`src/rtl/alu_seq_pkg.sv`:
```
// Shared types and field constants for the 4-bit computer control unit.
package alu_seq_pkg;

  typedef enum logic [3:0] {
    OP_NOP  = 4'h0,
    OP_LDI  = 4'h1,
    OP_MOV  = 4'h2,
    OP_LDR  = 4'h3,
    OP_SETS = 4'h4,
    OP_SETM = 4'h5,
    OP_EXR  = 4'h6,
    OP_EXI  = 4'h7,
    OP_JMP  = 4'h8,
    OP_JZ   = 4'h9,
    OP_JEQ  = 4'hA,
    OP_OUT  = 4'hB,
    OP_HLT  = 4'hF
  } opcode_e;

  typedef enum logic [2:0] {
    IDLE,
    FETCH,
    DECODE,
    EXEC,
    OUT_WAIT,
    HALT
  } state_e;

  localparam int OPC_MSB = 7;
  localparam int OPC_LSB = 4;
  localparam int OPR_MSB = 3;
  localparam int OPR_LSB = 0;

  localparam logic CN_NOCARRY = 1'b1;

endpackage

```
`src/rtl/seq_regfile.sv`:
```
// General register file: one write port, two asynchronous read ports.
module seq_regfile
  import alu_seq_pkg::*;
#(
  parameter int NREG = 4,
  parameter int DW   = 4,
  localparam int AW  = $clog2(NREG)
) (
  input  logic          clk,
  input  logic          rst_n,
  input  logic          we,
  input  logic [AW-1:0] waddr,
  input  logic [DW-1:0] wdata,
  input  logic [AW-1:0] raddr_a,
  output logic [DW-1:0] rdata_a,
  input  logic [AW-1:0] raddr_b,
  output logic [DW-1:0] rdata_b
);

  logic [DW-1:0] regs [NREG];

  genvar gi;
  generate
    for (gi = 0; gi < NREG; gi++) begin : g_reg
      logic [DW-1:0] r_reg;

      always_ff @(posedge clk or negedge rst_n) begin
        if (!rst_n) begin
          r_reg <= '0;
        end else if (we && (waddr == AW'(gi))) begin
          r_reg <= wdata;
        end
      end

      assign regs[gi] = r_reg;
    end
  endgenerate

  assign rdata_a = regs[raddr_a];
  assign rdata_b = regs[raddr_b];

endmodule

```
`src/rtl/alu_sequencer.sv`:
```
// Fetch/decode/execute sequencer driving a 74181-style ALU, with an
// accumulator, small register file and a ready/valid output port.
module alu_sequencer
  import alu_seq_pkg::*;
#(
  parameter int PC_W = 4,
  parameter int NREG = 4
) (
  input  logic            clk,
  input  logic            rst_n,
  input  logic            start,
  output logic [PC_W-1:0] instr_addr,
  input  logic [7:0]      instr_data,
  output logic [3:0]      alu_sel,
  output logic            alu_m,
  output logic            alu_cn,
  output logic [3:0]      alu_a,
  output logic [3:0]      alu_b,
  input  logic [3:0]      alu_f,
  input  logic            alu_abflag,
  output logic [3:0]      acc,
  output logic            zero_flag,
  output logic            eq_flag,
  output logic [3:0]      out_data,
  output logic            out_valid,
  input  logic            out_ready,
  output logic            busy,
  output logic            halted
);

  localparam int RA_W = $clog2(NREG);

  state_e          state_reg, state_next;
  logic [PC_W-1:0] pc_reg;
  logic [7:0]      ir_reg;
  logic [3:0]      acc_reg, b_reg, sel_reg, out_data_reg;
  logic            m_reg, cn_reg, zero_reg, eq_reg, out_valid_reg;

  logic [3:0]      dec_opc, ex_opc, ex_opr;
  logic [PC_W-1:0] jmp_target;
  logic [3:0]      rf_rdata_a, rf_rdata_b;
  logic            rf_we;

  assign dec_opc    = instr_data[OPC_MSB:OPC_LSB];
  assign ex_opc     = ir_reg[OPC_MSB:OPC_LSB];
  assign ex_opr     = ir_reg[OPR_MSB:OPR_LSB];
  assign jmp_target = PC_W'(ex_opr);
  assign rf_we      = (state_reg == EXEC) && (ex_opc == OP_MOV);

  seq_regfile #(
    .NREG (NREG),
    .DW   (4)
  ) u_regfile (
    .clk     (clk),
    .rst_n   (rst_n),
    .we      (rf_we),
    .waddr   (ir_reg[RA_W-1:0]),
    .wdata   (acc_reg),
    .raddr_a (instr_data[RA_W-1:0]),
    .rdata_a (rf_rdata_a),
    .raddr_b (ir_reg[RA_W-1:0]),
    .rdata_b (rf_rdata_b)
  );

  always_ff @(posedge clk or negedge rst_n) begin
    if (!rst_n) begin
      state_reg <= IDLE;
    end else begin
      state_reg <= state_next;
    end
  end

  always_comb begin
    state_next = state_reg;
    case (state_reg)
      IDLE, HALT: if (start) state_next = FETCH;
      FETCH:      state_next = DECODE;
      DECODE:     state_next = EXEC;
      EXEC: begin
        if (ex_opc == OP_OUT)      state_next = OUT_WAIT;
        else if (ex_opc == OP_HLT) state_next = HALT;
        else                       state_next = FETCH;
      end
      OUT_WAIT:   if (out_ready) state_next = FETCH;
      default:    state_next = IDLE;
    endcase
  end

  always_comb begin
    busy   = (state_reg != IDLE) && (state_reg != HALT);
    halted = (state_reg == HALT);
  end

  // The DECODE increment happens first, so a taken jump in EXEC simply overwrites it.
  always_ff @(posedge clk or negedge rst_n) begin
    if (!rst_n) begin
      pc_reg        <= '0;
      ir_reg        <= '0;
      acc_reg       <= '0;
      b_reg         <= '0;
      sel_reg       <= '0;
      m_reg         <= 1'b0;
      cn_reg        <= CN_NOCARRY;
      zero_reg      <= 1'b0;
      eq_reg        <= 1'b0;
      out_data_reg  <= '0;
      out_valid_reg <= 1'b0;
    end else begin
      case (state_reg)
        IDLE, HALT: if (start) pc_reg <= '0;
        DECODE: begin
          ir_reg <= instr_data;
          pc_reg <= pc_reg + PC_W'(1);
          if (dec_opc == OP_EXR)      b_reg <= rf_rdata_a;
          else if (dec_opc == OP_EXI) b_reg <= instr_data[OPR_MSB:OPR_LSB];
        end
        EXEC: begin
          case (ex_opc)
            OP_LDI: begin
              acc_reg  <= ex_opr;
              zero_reg <= (ex_opr == 4'd0);
            end
            OP_LDR: begin
              acc_reg  <= rf_rdata_b;
              zero_reg <= (rf_rdata_b == 4'd0);
            end
            OP_SETS: sel_reg <= ex_opr;
            OP_SETM: begin
              m_reg  <= ex_opr[1];
              cn_reg <= ex_opr[0];
            end
            OP_EXR, OP_EXI: begin
              acc_reg  <= alu_f;
              zero_reg <= (alu_f == 4'd0);
              eq_reg   <= alu_abflag;
            end
            OP_JMP: pc_reg <= jmp_target;
            OP_JZ:  if (zero_reg) pc_reg <= jmp_target;
            OP_JEQ: if (eq_reg) pc_reg <= jmp_target;
            OP_OUT: begin
              out_data_reg  <= acc_reg;
              out_valid_reg <= 1'b1;
            end
            default: ;
          endcase
        end
        OUT_WAIT: if (out_ready) out_valid_reg <= 1'b0;
        default: ;
      endcase
    end
  end

  assign instr_addr = pc_reg;
  assign alu_sel    = sel_reg;
  assign alu_m      = m_reg;
  assign alu_cn     = cn_reg;
  assign alu_a      = acc_reg;
  assign alu_b      = b_reg;
  assign acc        = acc_reg;
  assign zero_flag  = zero_reg;
  assign eq_flag    = eq_reg;
  assign out_data   = out_data_reg;
  assign out_valid  = out_valid_reg;

endmodule

```
`config.mk`:
```
export PLATFORM = sky130hd
export DESIGN_NAME = alu_sequencer
export DESIGN_NICKNAME = d
export VERILOG_FILES = /design/src/rtl/alu_seq_pkg.sv /design/src/rtl/seq_regfile.sv /design/src/rtl/alu_sequencer.sv
export SDC_FILE = /design/constraint.sdc
export NUM_CORES = 1
export LEC_CHECK = 0
export BUFFER_PORTS_ARGS = -buffer_cell sky130_fd_sc_hd__buf_2
export CAP_MARGIN = 20
export CORE_MARGIN = 2
export CORE_UTILIZATION = 50
export CTS_BUF_LIST = sky130_fd_sc_hd__clkbuf_4
export DETAILED_ROUTE_END_ITERATION = 16
export GPL_TIMING_DRIVEN = 1
export PLACE_DENSITY = 0.75
export SYNTH_ARGS = -nofsm -noshare
export SYNTH_HDL_FRONTEND = slang
export SYNTH_HIERARCHICAL = 1
export SYNTH_SLANG_ARGS = --single-unit
```
`constraint.sdc`:
```
create_clock -name clk -period 1.8 [get_ports clk]
set_input_delay 0.45 -clock clk [delete_from_list [all_inputs] [get_ports clk]]
set_output_delay 0.45 -clock clk [all_outputs]
set_load 0.03 [all_outputs]
```
**Word level (Yosys, flattened, before mapping)**

Index checks and enable logic that the tools add are counted.

- $add $sub $neg: 1
- Multiply operators: 0
- Div/mod/pow operators: 0
- Magnitude comparators: 2
- Equality and inequality tests: 29
- Shifts and indexed selects: 0
- Multiplexer cells: 23
- Bitwise operators: 2
- Reductions and logical operators: 27

Operators by type and width:

| cell | number |
|---|---|
| $mux W4 | 9 |
| $pmux W4 S3 | 3 |
| $eq A4 B3 Y1 const B | 6 |
| $eq A4 B4 Y1 const B | 5 |
| $bmux W4 S2 | 2 |
| $pmux W3 S5 | 1 |
| $reduce_and A2 Y1 | 7 |
| $logic_not A4 Y1 | 3 |
| $mux W3 | 4 |
| $ne A3 B3 Y1 const B | 3 |
| $reduce_bool A3 Y1 | 3 |
| $eq A4 B2 Y1 const B | 2 |
| $eq A3 B2 Y1 const B | 2 |
| $eq A3 B3 Y1 const B | 2 |
| $ge A3 B3 Y1 const B | 2 |
| $logic_and A1 B1 Y1 | 6 |
| $not A2 Y3 | 2 |
| $reduce_and A5 Y1 | 1 |
| $add A4 B1 Y4 const B | 1 |
| $eq A2 B2 Y1 const B | 2 |
| $eq A4 B1 Y1 const B | 1 |
| $ne A2 B2 Y1 const B | 2 |
| $ne A4 B1 Y1 const B | 1 |
| $reduce_bool A2 Y1 | 2 |
| other kinds (10) | 12 |

- Register bits: 52
- Bits in latches: 0
- Bits in writable memories: 0
- ROM bits: 0
- Input port bits: 17
- Output and inout port bits: 31
- Logic and storage cells: 100
- Memories kept: 0

**Depth between registers and ports, before layout**

Gate-level depths: netlist of the first run.

- Word-level depth: 6
- Depth in mapped cells: 6
- Gate-level depth less buffers: 4

**Cells and area by module**

Netlist of the first run, hierarchy kept.

By module, submodules not included:

| module | times used | cells each | area an instance (µm²) | sequential area each (µm²) |
|---|---|---|---|---|
| alu_sequencer | 1 | 170 | 1899.3 | 902.1 |
| seq_regfile | 1 | 44 | 807.0 | 400.4 |

**Least setup slack after synthesis of the first run**

No wires, ideal clock.

- Kind: reg2reg
- Start point: register state_reg[2]
- End point: register u_regfile.g_reg[0].r_reg[0]
- Library setup time: 125 ps
- Arrival: 1833 ps
- Data required time: 1675 ps
- Setup slack: -157 ps
- Stages on the path, launching flop included: 6
- Path buffers: 1
- Period minus slack after synthesis: 1957 ps
- Cell sequence: dfrtp_1 buf_2 nand3b_4 nor4_1 nor3b_4 mux2_2

- Cells in the longest elaborated chain, start to end: 3

RTL lines:

| element | RTL line | text |
|---|---|---|
| start, declared | alu_sequencer.sv:33 | `state_e state_reg, state_next;` |
| start signal, assigned | alu_sequencer.sv:69 | `state_reg <= state_next;` |
| $eq A3 B2 Y1 | alu_sequencer.sv:48 | `assign rf_we = (state_reg == EXEC) && (ex_opc == OP_MOV);` |
| $logic_and A1 B1 Y1 | alu_sequencer.sv:48 |  |
| net rf_we | alu_sequencer.sv:42 | `logic rf_we;` |
| $logic_and A1 B1 Y1 | seq_regfile.sv:30 | `end else if (we && (waddr == AW'(gi))) begin` |
| end signal, assigned | seq_regfile.sv:31 | `r_reg <= wdata;` |
| end, declared | seq_regfile.sv:25 | `logic [DW-1:0] r_reg;` |

The timed path passes the listed nets, and every way through them passes these cells.
A chain may end at the register's enable or synchronous reset.

**Final worst setup path of the first run**

- Start point: register ir_reg[5]
- End point: register u_regfile.g_reg[0].r_reg[2]

- Cells in the longest elaborated chain, start to end: 3

RTL lines:

| element | RTL line | text |
|---|---|---|
| start, declared | alu_sequencer.sv:35 | `logic [7:0] ir_reg;` |
| start signal, assigned | alu_sequencer.sv:112 | `ir_reg <= instr_data;` |
| $eq A4 B2 Y1 | alu_sequencer.sv:48 |  |
| $logic_and A1 B1 Y1 | alu_sequencer.sv:48 |  |
| net rf_we | alu_sequencer.sv:42 |  |
| $logic_and A1 B1 Y1 | seq_regfile.sv:30 |  |

The timed path passes the listed nets, and every way through them passes these cells.

==> results of run 1 <==
## metal layers
| layer | track usage [%] | vias to the layer above | share of wire (%) |
|---|---|---|---|
| li1 | - | 942 | - |
| met1 | 30.8 | 1023 | 45 |
| met2 | 33.8 | 68 | 47 |
| met3 | 4.42 | 11 | 6.1 |
| met4 | 6.79 | 0 | 1.9 |
| met5 | 0 | - | 0 |
## report_power, final
| group | internal [mW] | leakage [nW] | switching [mW] |
|---|---|---|---|
| clock network | 0.307 | 0.0456 | 0.357 |
| logic | 1.52 | 0.859 | 1.84 |
| registers | 1.69 | 0.644 | 0.497 |
## cells by family after synthesis
group / Yosys count / share of synthesized area [%]
xor+xnor: 3 / 0.971
flops: 52 / 48.1
buf+inv: 15 / 3.47
fa+ha+maj: 1 / 0.462
compound gates: 30 / 7.95
mux: 48 / 23.3
simple gates: 65 / 15.7
## cell usage in the layout (no fill, tap or decap), types with 3 or more instances in the layout
| master | instances |
|---|---|
| dfrtp_1 | 50 |
| buf_2 | 45 |
| mux2_2 | 31 |
| buf_4 | 25 |
| nor2_1 | 17 |
| nand2_1 | 13 |
| mux2i_1 | 6 |
| a21oi_1 | 6 |
| clkbuf_4 | 6 |
| mux4_2 | 6 |
| a31oi_1 | 5 |
| a22oi_1 | 4 |
| nand3_1 | 4 |
| nand3b_1 | 4 |
| buf_6 | 4 |
| inv_1 | 3 |
| nand2b_4 | 3 |
| nand2b_1 | 3 |
| o21ai_0 | 3 |
| nor4_1 | 3 |
| mux2_4 | 3 |
## cell type report
cell class                 instances  area, µm²
clock buffer                       6       45.0
clock inverter                     2       35.0
fill                             399       1830
inverter                           3       11.3
multi-input combinational        147       1360
sequential                        52       1300
tap                               70       87.6
timing repair buffer              76        493
## repair_timing
item                                    in CTS  in global routing
setup buffers                                2                  8
pin swaps                                    0                  3
gates resized for setup                      7                 10
endpoints found under the setup margin       3                  7
## through the flow
| step | setup TNS, ns | setup slack [ns] | utilization [%] | cells | total power [mW] |
|---|---|---|---|---|---|
| after CTS | 0 | 0.00703 | 62.6 | 348 | 6.09 |
| after global routing | -0.317 | -0.0610 | 64.6 | 356 | 6.62 |
| after global placement | 0 | 0.110 | 60.3 | 338 | 5.26 |
| final | 0 | 0.00747 | 64.6 | 356 | 6.22 |
| after detailed placement | 0 | 0.0239 | 60.3 | 338 | 5.34 |
| after floorplan | 0 | 0.00471 | - | 214 | 4.45 |
## worst paths after layout
check	from	to	slack, ns	cells past startpoint
max	ir_reg[5]	u_regfile/g_reg[0].r_reg[2]	0.007	5
min	rst_n	ir_reg[3]	0.02	1
max reg2reg	ir_reg[5]	u_regfile/g_reg[0].r_reg[2]	0.007	5
min reg2reg	out_valid	out_valid	0.52	2
max in group asynchronous	rst_n	ir_reg[4]	1.21	2
min in group clk	alu_abflag	eq_flag	0.30	2
==> results.ini, run 1 <==
[outcome]
status=completed

[synth]
synth_edf_count=0
seq_area_frac_synth_pct=48.1
synth_top_area_share_pct=47.2
ys_types=49
ys_warn_count=6
ys_top_cells_by_count=51 x dfrtp_1, 34 x mux2_2, 18 x nor2_1
async_reset_ff_share_pct=100
synthesis.area_mm2=0.00271
synth-seq-cells=52
syn_inst=214
synth_area_leaders=dfrtp_1 47%, mux2_2 14%, mux4_2 5.0%, nor2_1 2.5%, mux2i_1 2.2%
synth_top_cell_by_area=dfrtp_1
synth_most_common_cell=dfrtp_1
synth_nets=232
synth_ff_type=dfrtp_1
avgSynthCellArea_um2=12.6

[clock_tree]
clock-sinks=52
insertion_delay_ns=0.37
cts_hold_buf=0
cts-root-buf=clkbuf_4
clk_pin_slew_ns=0.15
numCtsBuffers=5
cts_max_path_buffers=2
cts_tree=yes
htreeDepth=2

[setup_path]
cp_slowest_cell=dfrtp_1
cp_cell_sequence=or2b_1 > nor4_4 > nor3b_4 > buf_4 > mux2_2
start_kind=register
path_class=register to register
required_ns=2.07
critPathMaxFanout=4
cp_top_family=simple AND/OR/NAND/NOR gates
crit_buf_inv=1
cp_slowest_stage_delay_ns=0.40
worstSetupEndpointType=register
arrival_ns=2.07

[sta]
finalHoldViolations=0
slew_headroom_pct=66.7
fin_crit_sh_pct=99.6
finalSetupViolCount=0
tightestPinTransition_ns=0.499
timing.fmax_mhz=558
hold_ws_ns=0.0208
drv_slew=0
rsz0062_at_grt=yes
skew_ns=0.0108
fin_crit_ns=1.79

[detailed_routing]
drt-pass1-iter-count=4
num_vias=2044
drt-vias-per-instance=5.74
wirelength_um=6090
wl_per_cell_um=17.1
drtIter0Drc=90
ant_nets=0
drcViolationCount=0

[global_routing]
grt_pass1_vias=1973
grt_max_degree=23
grt_remaining_overflow=0
track_usage_pct=21.7
antenna_found_initial=0
grt_pass1_wl_um=10100

[die]
fp.coreArea_mm2=0.00517
start_util_pct=52.3
ioPinCount=48
dieHeight_um=77.6
die_w_um=77.6
die-area_mm2=0.00602
rows=26

[placed_design]
gp_congestion=0.877
dp_hpwl_um=4440
port-buffer-count=47
place_area_mm2=0.00312

[finish]
nets=303
diodes=0
drive_gt1_share_pct=50.0
largest_register_ffs=16
syn_to_final_growth_pct=23.4
fin_area_mm2=0.00334

[pwr]
ir_worst_vdd_mv=1.14
p_per_area_mw_per_mm2=1860
p_leak_nw=1.55

[job]
maxCapViolCount=0

[min_path]
min_path_type=input port to async pin

Note: power is estimated with default switching activity, not from simulation.
==> inputs of run 2 (changes only) <==
Settings changed: ABC_AREA from default to 1.
==> run 2 against run 1 <==
Against the previous run:
- combinational power is 6.8% lower
- routed wire length rose by 15%
- area after synthesis increased by 7.3%
- largest cell class unchanged
- highest routed layer unchanged
==> results.ini, run 2 <==
[outcome]
status=completed

[clock_tree]
numCtsBuffers=5  ; unchanged
cts_max_path_buffers=2  ; unchanged
htreeDepth=2  ; unchanged
insertion_delay_ns=0.38  ; about the same
clock-sinks=52  ; unchanged
cts-root-buf=clkbuf_4
clk_pin_slew_ns=0.13  ; -0.02 ns
cts_tree=yes

[sta]
fin_crit_ns=1.76  ; -0.0302 ns
rsz0062_at_grt=yes
finalHoldViolations=0  ; unchanged
drv_slew=0  ; unchanged
finalSetupViolCount=0  ; unchanged
skew_ns=0.0188  ; +0.00797 ns
slew_headroom_pct=66.5  ; -0.22 points
fin_ws_ns=0.0377  ; +0.0302 ns
fin_crit_sh_pct=97.9  ; -1.7 points
timing.setup.tns_ns=0  ; unchanged
timing.fmax_mhz=567  ; +1.7%
tightestPinTransition_ns=0.501  ; +0.00138 ns

[setup_path]
cp_cell_sequence=nor2_2 > nand2_2 > nand2_2 > inv_1 > clkbuf_4
start_kind=register
arrival_ns=1.31  ; -0.76 ns
required_ns=1.35  ; -0.72 ns
path_class=register to output port
critPathMaxFanout=4  ; unchanged
worstSetupEndpointType=output port
cp_top_family=flip-flops
cp_slowest_stage_delay_ns=0.46  ; +0.06 ns
crit_buf_inv=2  ; +1
critPathMostFrequentCell=nand2_2
cp_slowest_cell=dfrtp_2

[global_routing]
antenna_found_initial=0  ; unchanged
track_usage_pct=23.6  ; +1.9 points
grt_pass1_wl_um=11900  ; +17%
grt_pass1_vias=2606  ; +32%
grt_max_degree=36  ; +57%
grt_remaining_overflow=0  ; unchanged

[detailed_routing]
drt-vias-per-instance=5.18  ; -9.8%
drtIter0Drc=211  ; +130%
wirelength_um=7020  ; +15%
drt-pass1-iter-count=4  ; unchanged
ant_nets=0  ; unchanged
wl_per_cell_um=13.3  ; -22%
drcViolationCount=0  ; unchanged
num_vias=2741  ; +34%

[die]
dieHeight_um=80.2  ; +3.4%
rows=27  ; +3.8%
die_w_um=80.2  ; +3.4%
fp.coreArea_mm2=0.00557  ; +7.8%
ioPinCount=48  ; unchanged
start_util_pct=52.1  ; -0.22 points
die-area_mm2=0.00643  ; +6.9%

[synth]
async_reset_ff_share_pct=100  ; unchanged
synth-seq-cells=52  ; unchanged
synthesis.area_mm2=0.00290  ; +7.3%
avgSynthCellArea_um2=7.22  ; -43%
ys_top_cells_by_count=156 x nand2_1, 51 x dfrtp_1, 50 x inv_1
syn_inst=402  ; +88%
seq_area_frac_synth_pct=44.9  ; -3.3 points
synth_nets=420  ; +81%
synth_ff_type=dfrtp_1
synth_area_leaders=dfrtp_1 44%, nand2_1 20%, nand3_1 7.1%, inv_1 6.5%, o21ai_0 2.9%
synth_top_cell_by_area=dfrtp_1
synth_top_area_share_pct=43.9  ; -3.2 points
ys_warn_count=6  ; unchanged
synth_edf_count=0  ; unchanged
synth_most_common_cell=nand2_1
ys_types=28  ; -43%

[pwr]
power_mw=5.81  ; -6.5%
p_per_area_mw_per_mm2=1740  ; -6.4%
p_leak_nw=1.84  ; +19%
ir_worst_vdd_mv=1.28  ; +12%

[placed_design]
dp_hpwl_um=5240  ; +18%
port-buffer-count=47  ; unchanged
pre_cts_ws_ns=0.206  ; +0.183 ns
gp_congestion=0.880  ; +0.36%

[finish]
syn_to_final_growth_pct=14.9
drive_gt1_share_pct=20.4  ; -30 points
nets=474  ; +56%
final_util_pct=59.8  ; -4.7 points
final_common_cell=nand2_1
diodes=0  ; unchanged
final_cell_mix=154 x nand2_1, 49 x inv_1, 49 x dfrtp_1, 46 x buf_2, 39 x nand3_1
largest_register_ffs=16  ; unchanged

[min_path]
min_path_type=input port to register

[job]
maxCapViolCount=0  ; unchanged

[run 2: cell types whose count changed after synthesis, sizes merged, moves of 6 or more]
| cell | before | now |
|---|---|---|
| inv | 3 | 57 |
| mux2 | 34 | 0 |
| mux2i | 6 | 0 |
| mux4 | 8 | 0 |
| nand2 | 13 | 159 |
| nand2b | 6 | 0 |
| nand3 | 5 | 47 |
| nand4 | 0 | 14 |
| o21ai | 3 | 31 |
[run 2: per-layer routing]
metal  up-vias  wire (µm)  global-route usage [%]  share of wire [%]
met5         -          0                       0                  0
met3        11        332                    4.61                4.7
met1      1272       3170                    30.3                 45
met4         0        127                    9.49                1.8
li1       1384          -                       -                  -
met2        74       3390                    39.0                 48
[run 2: cell families (layout without fill, tap and decap cells)]
logic type | count (synthesis) | in the layout | synth area share, %
AO/OA/AOI/OAI | 37 | 37 | 6.81
XOR/XNOR | 1 | 1 | 0.302
adder cells (fa/ha/maj) | 1 | 1 | 0.431
buffers and inverters | 68 | 123 | 10.0
flip-flops | 52 | 52 | 44.9
AND/OR/NAND/NOR | 243 | 243 | 37.6
[run 2: worst register-to-register path: stages (launching register included)]
cell and delay (ns):
dfrtp_1 0.45, inv_2 0.13, nand2_1 0.13, nor2_4 0.12, inv_2 0.05, nor4_2 0.15, buf_4 0.27, nand3_4 0.14
nand2_1 0.08, o21ai_1 0.06
[run 2: repair_timing]
item                                    in CTS  in global routing
cloned                                       0                  0
setup buffers                                1                  2
hold buffers                                 1                  0
resized for setup                            1                  8
pin swaps                                    0                  1
endpoints found under the setup margin       1                  1
endpoints found under the hold margin        9                  0
[run 2: final timing paths]
kind                                          endpoint                   startpoint  slack, ns  depth (start not counted)
max in group asynchronous  u_regfile/g_reg[0].r_reg[2]                        rst_n       0.74                          3
hold / removal                               out_valid                    out_ready       0.28                          2
min in group asynchronous                  out_data[3]                        rst_n       0.52                          2
hold reg to reg            u_regfile/g_reg[0].r_reg[1]  u_regfile/g_reg[0].r_reg[1]       0.49                          2
setup / recovery                                  busy                 state_reg[1]       0.04                          5
setup reg to reg           u_regfile/g_reg[3].r_reg[1]                 state_reg[2]       0.13                          9
[run 2: cell type report]
class | count | area, µm²
Timing Repair Buffer | 58 | 335
Clock buffer | 6 | 45.0
Multi-Input combinational cell | 282 | 1330
Fill cell | 552 | 2240
Sequential cell | 52 | 1310
Clock inverter | 2 | 7.51
Inverter | 57 | 219
Tap cell | 72 | 90.1
[run 2: through the flow]
| stage | cells | hold WS [ns] | instance area (µm²) |
|---|---|---|---|
| 3_3_place_gp | 517 | 0.409 | 3230 |
| 2_1_floorplan | 402 | 0.154 | 2900 |
| 5_1_grt | 529 | 0.285 | 3340 |
| 4_1_cts | 527 | 0.273 | 3300 |
| 3_5_place_dp | 517 | 0.408 | 3230 |
| 6_report | 529 | 0.279 | 3340 |
[run 2: power by group]
group / total [mW] / internal, mW / switching, mW / leakage, nW
clock network: 0.525 / 0.161 / 0.364 / 0.0307
logic: 3.13 / 0.967 / 2.17 / 1.14
registers: 2.16 / 1.65 / 0.501 / 0.670
==> inputs of run 3 (changes only) <==
Settings changed: SETUP_SLACK_MARGIN from default to 0.4.
==> run 3 against run 2 <==
Against the previous run:
- final cell count is 8.5% higher
- count of clock-buffer cells in the layout stayed put
- critical path depth stayed put
- critical path type unchanged
- largest power group unchanged
- clock power is 31% higher
- highest routed layer unchanged
==> results.ini, run 3 (synthesis gave the netlist of run 2 again) <==
[setup_path]
critPathMaxFanout=4  ; unchanged
path_class=register to output port
r2r_slack_ns=0.03  ; -0.10 ns
required_ns=1.35  ; about the same
worstSetupEndpointType=output port
arrival_ns=1.33  ; +0.02 ns
worstRegToRegCells=10  ; +1
reg2reg_from=state_reg[2]
rr_endpoint=u_regfile/g_reg[3].r_reg[0]
start_kind=register

[die]
ioPinCount=48  ; unchanged
dieHeight_um=80.2  ; unchanged
start_util_pct=52.1  ; unchanged
rows=27  ; unchanged
die-area_mm2=0.00643  ; unchanged
fp.coreArea_mm2=0.00557  ; unchanged
die_w_um=80.2  ; unchanged

[finish]
largest_register_ffs=16  ; unchanged
drive_gt1_share_pct=36.7  ; +16 points
seqCellArea_mm2=0.00132  ; +0.86%
diodes=0  ; unchanged
multiInputGateArea_mm2=0.00156  ; +17%
final_cell_mix=132 x nand2_1, 47 x inv_1, 42 x dfrtp_1, 41 x buf_4, 40 x buf_6
syn_to_final_growth_pct=44.8
nets=519  ; +9.5%
final_common_cell=nand2_1
fill_cells=383  ; -31%

[detailed_routing]
drtIter0Drc=260  ; +23%
wirelength_um=9100  ; +30%
drt-vias-per-instance=5.55  ; +7.2%
num_vias=3187  ; +16%
ant_nets=0  ; unchanged
drcViolationCount=0  ; unchanged
drt-pass1-iter-count=5  ; +1
wl_per_cell_um=15.9  ; +20%

[clock_tree]
clk_pin_slew_ns=0.16  ; +0.03 ns
cts_max_path_buffers=2  ; unchanged
insertion_delay_ns=0.39  ; about the same
numCtsBuffers=5  ; unchanged
htreeDepth=2  ; unchanged
cts_tree=yes
cts-root-buf=clkbuf_4
clock-sinks=52  ; unchanged

[sta]
drv_slew=0  ; unchanged
fin_crit_ns=1.78  ; +0.0168 ns
timing.setup.tns_ns=0  ; unchanged
timing.fmax_mhz=562  ; -0.95%
rsz0062_at_grt=yes
hold_ws_ns=0.265  ; -0.0135 ns
tightestPinTransition_ns=0.476  ; -0.0245 ns
finalSetupViolCount=0  ; unchanged
finalHoldViolations=0  ; unchanged
skew_ns=0.0217  ; +0.00295 ns
slew_headroom_pct=68.1  ; +1.6 points
fin_crit_sh_pct=98.8  ; +0.93 points

[pwr]
p_per_area_mw_per_mm2=1840  ; +5.4%
ir_worst_vdd_mv=0.893  ; -30%
p_leak_nw=2.17  ; +18%

[min_path]
min_path_type=input port to register
min_to=out_valid
hold_depth=2  ; unchanged
min_from=out_ready

[global_routing]
track_usage_pct=26.4  ; +2.9 points
antenna_found_initial=0  ; unchanged
grt_remaining_overflow=0  ; unchanged
grt_pass1_vias=2802  ; +7.5%
grt_pass1_wl_um=13200  ; +11%
grt_max_degree=21  ; -42%

[job]
maxCapViolCount=0  ; unchanged

[placed_design]
port-buffer-count=47  ; unchanged
dp_hpwl_um=5370  ; +2.6%
gp_congestion=0.896  ; +1.8%

[outcome]
status=completed

run 3: cell types whose count changed in the layout (fill, tap and decap cells not counted), sizes merged:
cell    delta
bufbuf     +1
bufinv     +1
clkbuf     -1
buf       +44
clkinv     -1
nand3      +1
run 3: critical path, cell delays in order, from the launching register on:
cell     delay [ns]
dfrtp_1        0.47
inv_2          0.13
nand2_2        0.08
nand2_2        0.09
inv_2          0.04
buf_6          0.12
run 3: routing by layer:
| layer | share of wire (%) | up-vias | track usage (%) |
|---|---|---|---|
| li1 | - | 1481 | - |
| met2 | 49 | 171 | 42.5 |
| met3 | 7.5 | 28 | 4.27 |
| met5 | 0 | - | 0 |
| met1 | 40 | 1507 | 36.2 |
| met4 | 2.9 | 0 | 9.32 |
run 3: stage by stage:
| step | worst slack [ns] | cells | power [mW] | util (%) | area (µm²) |
|---|---|---|---|---|---|
| floorplan | 0.210 | 402 | 4.39 | - | 2930 |
| global placement | 0.268 | 519 | 5.13 | 58.4 | 3250 |
| detailed placement | 0.218 | 519 | 5.21 | 58.4 | 3250 |
| CTS | 0.0944 | 556 | 6.92 | 69.5 | 3870 |
| global route | -0.0486 | 574 | 8.15 | 75.4 | 4210 |
| finish | 0.0209 | 574 | 7.72 | 75.4 | 4210 |
run 3: cell type report:
cell class | instances | area share (%)
Inverter | 57 | 5.27
Tap cell | 72 | 2.14
Timing Repair Buffer | 102 | 22.4
Sequential cell | 52 | 31.3
Clock buffer | 6 | 1.07
Clock inverter | 2 | 0.833
Multi-Input combinational cell | 283 | 37.0
run 3: what timing repair did:
| action | 4_1_cts | 5_1_grt |
|---|---|---|
| endpoints found under the setup margin | 63 | 77 |
| hold buffers | 1 | 0 |
| endpoints found under the hold margin | 1 | 0 |
| buffers inserted | 26 | 17 |
| gates resized for setup | 91 | 57 |
| gates cloned | 2 | 1 |
| pin swaps | 3 | 21 |
run 3: worst max path at each step:
stage,from,endpoint,cells after the start
finish,state_reg[2],busy,5
global route,state_reg[2],u_regfile/g_reg[3].r_reg[0],10
CTS,state_reg[1],busy,5
detailed placement,state_reg[2],u_regfile/g_reg[3].r_reg[2],9
global placement,state_reg[2],u_regfile/g_reg[3].r_reg[1],9
floorplan,state_reg[2],u_regfile/g_reg[3].r_reg[0],10
run 3: power by group:
part | switching, mW | internal [mW] | total (mW)
Sequential | 0.537 | 1.67 | 2.21
Combinational | 2.82 | 2.00 | 4.82
Clock | 0.383 | 0.307 | 0.690
Total | 3.73 | 3.99 | 7.72
